[src/rtl/line_fill_buffer.sv]
`default_nettype none
// ============================================================================
// Module   : line_fill_buffer
// Purpose  : single-entry cache-line buffer with fill and dirty writeback
// Revision : 1.0
// ============================================================================
module line_fill_buffer #(
  parameter int WORD_W    = 16,
  parameter int NUM_WORDS = 8,
  parameter int TAG_W     = 12
) (
  input  logic                        clk,
  input  logic                        reset,
  input  logic [15:0]                 mem_address,
  input  logic                        mem_read,
  input  logic                        mem_write,
  input  logic [WORD_W/8-1:0]         mem_wmask,
  input  logic [WORD_W-1:0]           mem_wdata,
  output logic                        mem_resp,
  output logic [WORD_W*NUM_WORDS-1:0] line_data,
  output logic [$clog2(NUM_WORDS)-1:0] word_sel,
  output logic [15:0]                 pmem_address,
  output logic                        pmem_read,
  output logic                        pmem_write,
  output logic [WORD_W*NUM_WORDS-1:0] pmem_wdata,
  input  logic [WORD_W*NUM_WORDS-1:0] pmem_rdata,
  input  logic                        pmem_resp
);

  localparam int LINE_W = WORD_W * NUM_WORDS;
  localparam int OFF_W  = 16 - TAG_W;
  localparam int SEL_W  = $clog2(NUM_WORDS);
  localparam int BYTES  = WORD_W / 8;

  localparam logic [1:0] S_IDLE      = 2'd0;
  localparam logic [1:0] S_WRITEBACK = 2'd1;
  localparam logic [1:0] S_FILL      = 2'd2;

  logic [1:0]        state_q, state_d;
  logic              valid_q, valid_d;
  logic              dirty_q, dirty_d;
  logic [TAG_W-1:0]  tag_q,   tag_d;
  logic [LINE_W-1:0] line_q,  line_d;

  logic              w_req;
  logic              w_hit;
  logic [TAG_W-1:0]  w_addr_tag;
  logic              w_unused_lsb;

  assign w_addr_tag   = mem_address[15:OFF_W];
  assign w_req        = mem_read | mem_write;
  assign w_hit        = valid_q && (tag_q == w_addr_tag);
  assign w_unused_lsb = mem_address[0];

  assign word_sel   = mem_address[SEL_W:1];
  assign line_data  = line_q;
  assign pmem_wdata = line_q;

  // FSM state register
  always_ff @(posedge clk) begin
    if (reset) begin
      state_q <= S_IDLE;
    end else begin
      state_q <= state_d;
    end
  end

  // FSM next-state logic
  always_comb begin
    state_d = state_q;
    case (state_q)
      S_IDLE: begin
        if (w_req && !w_hit) begin
          state_d = (valid_q && dirty_q) ? S_WRITEBACK : S_FILL;
        end
      end
      S_WRITEBACK: begin
        if (pmem_resp) begin
          state_d = S_FILL;
        end
      end
      S_FILL: begin
        if (pmem_resp) begin
          state_d = S_IDLE;
        end
      end
      default: state_d = S_IDLE;
    endcase
  end

  // FSM outputs; the writeback address comes from the held tag, the fill
  // address tracks the CPU request
  always_comb begin
    mem_resp     = 1'b0;
    pmem_read    = 1'b0;
    pmem_write   = 1'b0;
    pmem_address = {w_addr_tag, {OFF_W{1'b0}}};
    case (state_q)
      S_IDLE: begin
        mem_resp = w_req && w_hit;
      end
      S_WRITEBACK: begin
        pmem_write   = 1'b1;
        pmem_address = {tag_q, {OFF_W{1'b0}}};
      end
      S_FILL: begin
        pmem_read = 1'b1;
      end
      default: ;
    endcase
  end

  // Line, tag and status updates
  always_comb begin
    valid_d = valid_q;
    dirty_d = dirty_q;
    tag_d   = tag_q;
    line_d  = line_q;
    case (state_q)
      S_IDLE: begin
        if (mem_write && w_hit) begin
          for (int b = 0; b < BYTES; b++) begin
            if (mem_wmask[b]) begin
              line_d[int'(word_sel) * WORD_W + b * 8 +: 8] = mem_wdata[b * 8 +: 8];
            end
          end
          if (|mem_wmask) begin
            dirty_d = 1'b1;
          end
        end
      end
      S_WRITEBACK: begin
        if (pmem_resp) begin
          dirty_d = 1'b0;
        end
      end
      S_FILL: begin
        if (pmem_resp) begin
          line_d  = pmem_rdata;
          tag_d   = w_addr_tag;
          valid_d = 1'b1;
          dirty_d = 1'b0;
        end
      end
      default: ;
    endcase
  end

  always_ff @(posedge clk) begin
    if (reset) begin
      valid_q <= 1'b0;
      dirty_q <= 1'b0;
      tag_q   <= '0;
      line_q  <= '0;
    end else begin
      valid_q <= valid_d;
      dirty_q <= dirty_d;
      tag_q   <= tag_d;
      line_q  <= line_d;
    end
  end

endmodule
`default_nettype wire

[config.mk]
export PLATFORM = sky130hd
export DESIGN_NAME = line_fill_buffer
export DESIGN_NICKNAME = d
export VERILOG_FILES = /design/src/rtl/line_fill_buffer.sv
export SDC_FILE = /design/constraint.sdc
export NUM_CORES = 1
export LEC_CHECK = 0
export CAP_MARGIN = 20
export CORE_AREA = 2 2 172 174
export CTS_CLUSTER_SIZE = 25
export DETAILED_ROUTE_END_ITERATION = 16
export DIE_AREA = 0 0 174 176
export GPL_ROUTABILITY_DRIVEN = 0
export PLACE_DENSITY = 0.75
export RECOVER_POWER = 50
export SLEW_MARGIN = 15
export SYNTH_ARGS = -nofsm -noshare
export SYNTH_HDL_FRONTEND = slang
export SYNTH_SLANG_ARGS = --single-unit
export TNS_END_PERCENT = 20
[constraint.sdc]
create_clock -name clk -period 3.25 [get_ports clk]
set_input_delay 0.65 -clock clk [delete_from_list [all_inputs] [get_ports clk]]
set_output_delay 0.65 -clock clk [all_outputs]
set_load 0.01 [all_outputs]
======== Word level (Yosys, flattened, before mapping) ========
Cells that the tools add are included.
storage, ports and cells
  bits in registers ....................... 144
  bits of input ports ..................... 167
operators by class
  add/sub/neg operators ................... 3
  eq/ne operators ......................... 9
  shift operators ......................... 4
  mux-type cells .......................... 22
  bitwise gates (word level) .............. 1
  reduce and logical (&&, ||, !) cells .... 15
operator list
  operator                                                number
  two-way mux 128 bit                                     6
  bitwise mux 128 bit                                     2
  one-hot mux 128 bit (2 select lines)                    1
  variable shift 8 x 33 -> 128 bit, first input constant  2
  variable part select 8 x 33 -> 128 bit                  2
  negator 7 -> 33 bit                                     1
  negator 8 -> 33 bit                                     1
  two-way mux 16 bit                                      1
  equality test 12 bit                                    1
  != test 2 bit, second input constant                    5
  adder 7 x 4 -> 8 bit, second input constant             1
  two-way mux 2 bit                                       4
  two-way mux 1 bit                                       6
  one-hot mux 2 bit (3 select lines)                      1
  AND reduction 3 bit                                     2
  logical AND 1 bit                                       5
  AND reduction 4 bit                                     1
  nonzero test 2 bit                                      2
  OR reduction 2 bit                                      2
  equality test 2 x 1 -> 1 bit, second input constant     1
  equality test 2 bit, second input constant              1
  zero test 2 bit                                         1
  != test 2 x 1 -> 1 bit, second input constant           1
  one-hot mux 1 bit (2 select lines)                      1
  3 further kinds                                         3

======== Longest topological paths before layout ========
Gate-level depths: netlist of the first run.
  depth after elaboration ................. 10
  gate-level depth with buffers ........... 12
  depth with buffers taken out ............ 8

======== Worst setup path after synthesis of the first run ========
No wires, ideal clock.
  kind .................................... input port to flip-flop
  start point ............................. input port mem_address[1]
  end point ............................... register line_q[64] (netlist: line_data[64])
  library setup time ...................... 0.146 ns
  arrival time ............................ 2.652 ns
  data required time ...................... 3.104 ns
  path slack .............................. 0.452 ns
  stages .................................. 12
  buffers on the path ..................... 4
  path through ............................ inv_1 > ha_1 > ha_1 > nor4bb_1 > buf_2 > and3b_1 > buf_2 > a21o_1 > buf_2 > and2_1 > clkbuf_1 > a211oi_1
on the way
  longest elaborated chain between the ends .. 10
  elaborated cells between the ends (all ways) .. 15
ends and longest elaborated chain
  element                                                                      line  RTL
  from (decl)                                                                  14    input logic [15:0] mem_address,
  parallel branches: the longest is 7 deep, another holds negator 8 -> 33 bit  n/a
  two-way mux 128 bit (*)                                                      123   if (mem_wmask[b]) begin
  two-way mux 128 bit (*)                                                      121   if (mem_write && w_hit) begin
  one-hot mux 128 bit (2 select lines) (*)                                     119   case (state_q)
  to (signal assigned)                                                         159   line_q <= line_d;
  to (decl)                                                                    43    logic [LINE_W-1:0] line_q, line_d;
Mark *: on every way between the ends. The select of a mux whose other input is x is not followed.
A chain may end at the register's enable or synchronous reset.

======== Worst setup path in the final report of the first run ========
  start point ............................. input port mem_address[5]
  end point ............................... output port mem_resp
on the way
  longest elaborated chain between the ends .. 4
ends and longest elaborated chain
  element               line  RTL
  equality test 12 bit  52    assign w_hit = valid_q && (tag_q == w_addr_tag);
  logical AND 1 bit     52
  logical AND 1 bit     100   mem_resp = w_req && w_hit;
  two-way mux 1 bit     98    case (state_q)
  to (decl)             19    output logic mem_resp,
Every way passes these cells.

==> results.cfg, run 1 <==
[die]
die_w_um = 174
start_util = 0.3044
rows = 62
dieArea_um2 = 30620
ioPinCount = 445
fp.dieH_um = 176
core_um2 = 28550

[routing]
wirelength_um = 36200
drt-initial-drc-count = 739
final_antenna_net_count = 0
routedWlPerCell_um = 21.38
drc = 0
num_vias = 9198
drt-vias-per-instance = 5.433
dr.pass1.iters = 5

[placed_design]
dp_hpwl_um = 27190
placed_area_um2 = 12550
io_buffers = 439

[logic_synthesis]
postSynthCellCount = 1017
yosysTopAreaCell = dfxtp_1
netlist_area_um2 = 8691
synth_top_cells_by_area = dfxtp_1 33%, buf_4 12%, a21oi_1 11%, a211oi_2 7.6%, a211oi_1 5.1%
synth_top_area_frac = 0.3317
syn_area_per_cell_um2 = 8.546
synth-seq-cells = 144
ys_warn_count = 0
synth_cell_types = 50
synth_most_common_cell = a21oi_1
yosysSeqAreaShare = 0.3317
synthTopCellsByCount = 194 x a21oi_1, 144 x dfxtp_1, 137 x buf_4
async_reset_ff_frac = 0
synth_ff_type = dfxtp_1
synth_edf_count = 0

[timing]
tightest_slew_ps = 777.3
tns_ps = 0
final_hold_viol_count = 0
skew_ps = 11.56
period_minus_slack_ps = 3199
timing.fmax_mhz = 312.6
drv_slew = 0
finalCritPeriodShare = 0.9845
slew_headroom = 0.4818
setup_viol = 0

[pwr]
power_density_nw_per_um2 = 436.6
peakVddDrop_uv = 360.0
power.leakage_nw = 5.081

[run_status]
status = finished, final reports clean

[worst_setup_path]
crit_path_end_kind = primary output
crit_path_start_kind = input port
worstPathMaxFanout = 3
critical_path_class = in2out
worstPathArrival_ps = 2550
regToRegSetupSlack_ps = 690
cp.required_ps = 2600

[clock_tree]
clkTransAtPathRegs_ps = 60
cts_num_sinks = 144
holdBufCountCts = 0
cts_made_buffers = 17
clk_latency_ps = 420
cts_tree = done
clockRootBuffer = clkbuf_16
htreeDepth = 4
cts_buffer_depth = 2

[global_route]
grt_max_degree = 75
grt_first_pass_wirelength_um = 53500
grt_use_total = 0.2247
grt_pass1_vias = 9014
antenna_found_initial = 2
grt-ovfl-total = 0

[finish]
nets = 1471
drive_gt1_frac = 0.1301
syn2layout_area_growth_pct = 52.03
fin_area_um2 = 13210

[run]
max_cap_violations = 0

[worst_hold_path]
hp-class = reg2reg
[per-stage QoR]
stage               power, mW  hold WS [ps]  cells  setup slack (ps)  utilization
floorplan               2.957         458.3   1020             451.6            -
global placement        3.693         467.2   1660            -26.68       0.4395
detailed placement      3.721         472.7   1660            -2.770       0.4395
CTS                     5.853         480.4   1691             48.94       0.4617
global route            5.995         505.3   1693            -39.31       0.4628
finish                  5.768         478.2   1693             50.52       0.4628
[critical path: stages]
cell and delay, ps:
clkdlybuf4s50_1 470, xnor2_2 230, nand3_1 130, nor4_2 330, and3b_1 200, clkdlybuf4s50_1 550
[sequential cells by signal, summed over array words and instances, names as in the netlist]
signal	count
tag_q	12
valid_q	1
dirty_q	1
state_q	2
line_data	128
[cells by family (layout without fill, tap and decap cells)]
kind of cell / Yosys count / after routing / share of synthesized area
adders and majority gates: 9 / 9 / 0.01296
and+or+nand+nor: 131 / 131 / 0.07544
xor gates and xnor gates: 12 / 12 / 0.01209
AOI/OAI and AO/OA: 439 / 439 / 0.3657
other: 1 / 6 / 0.0004315
buffers and inverters: 269 / 556 / 0.1862
DFF: 144 / 144 / 0.3317
muxes: 12 / 12 / 0.01555
[path summary, 6_finish.rpt]
kind | startpoint | endpoint | depth (start not counted)
worst max-delay path | mem_address[5] | mem_resp | 6
worst min-delay path | tag_q[7] | tag_q[7] | 2
worst max register to register | state_q[0] | line_data[126] | 7
worst min register to register | tag_q[7] | tag_q[7] | 2
[metal layers]
| metal | routed length (um) | vias to the layer above | track usage |
|---|---|---|---|
| met4 | 1108 | 0 | 0.08683 |
| met5 | 0 | - | 0 |
| li1 | - | 4193 | - |
| met1 | 14950 | 4385 | 0.2815 |
| met3 | 2634 | 73 | 0.04694 |
| met2 | 17510 | 547 | 0.3795 |
[placed cells by master (no fill, tap or decap), drive strengths merged, types with 35 or more instances in the layout]
cell,count
nand2,45
clkdlybuf4s50,231
a32oi,40
dfxtp,144
inv,35
buf,53
dlygate4sd3,207
a211oi,112
a22oi,48
a21oi,194
[report_power, final]
| part | total (mW) | switching (mW) | internal (mW) |
|---|---|---|---|
| clock | 2.13 | 0.835 | 1.29 |
| combinational | 1.66 | 0.882 | 0.783 |
| sequential | 1.98 | 0.105 | 1.87 |
[area by class of cell]
class                      instances  area [um2]
fill                            2758       15330
clock buffer                      19       432.9
sequential                       144        2883
inverter                          34       127.6
tap                              384       480.5
antenna                            2       5.005
multi-input combinational        607        4275
timing repair buffer             491        4823
clock inverter                    12       185.2
[repair_timing]
| action | in CTS | in global routing |
|---|---|---|
| setup endpoints to repair | 1 | 1 |
| gates cloned | 0 | 0 |
| buffers inserted | 0 | 0 |
| pin swaps | 0 | 2 |
| hold endpoints to repair | 0 | 0 |
| resized for setup | 2 | 4 |
No activity file was read; power rests on OpenSTA's default activity.
==> inputs of run 2 (changes only) <==
--- a/config.mk
+++ b/config.mk
@@ -7,6 +7,7 @@
 export LEC_CHECK = 0
 export CAP_MARGIN = 20
 export CORE_AREA = 2 2 172 174
+export CTS_CLUSTER_DIAMETER = 150
 export CTS_CLUSTER_SIZE = 25
 export DETAILED_ROUTE_END_ITERATION = 16
 export DIE_AREA = 0 0 174 176
==> results of run 2 <==
The final DEF is identical to that of run 1; final timing and power are the same.
==> inputs of run 3 (changes only) <==
--- a/config.mk
+++ b/config.mk
@@ -18,4 +18,3 @@
 export SYNTH_ARGS = -nofsm -noshare
 export SYNTH_HDL_FRONTEND = slang
 export SYNTH_SLANG_ARGS = --single-unit
-export TNS_END_PERCENT = 20
==> results of run 3 <==
The final DEF is identical to that of run 1; final timing and power are the same.
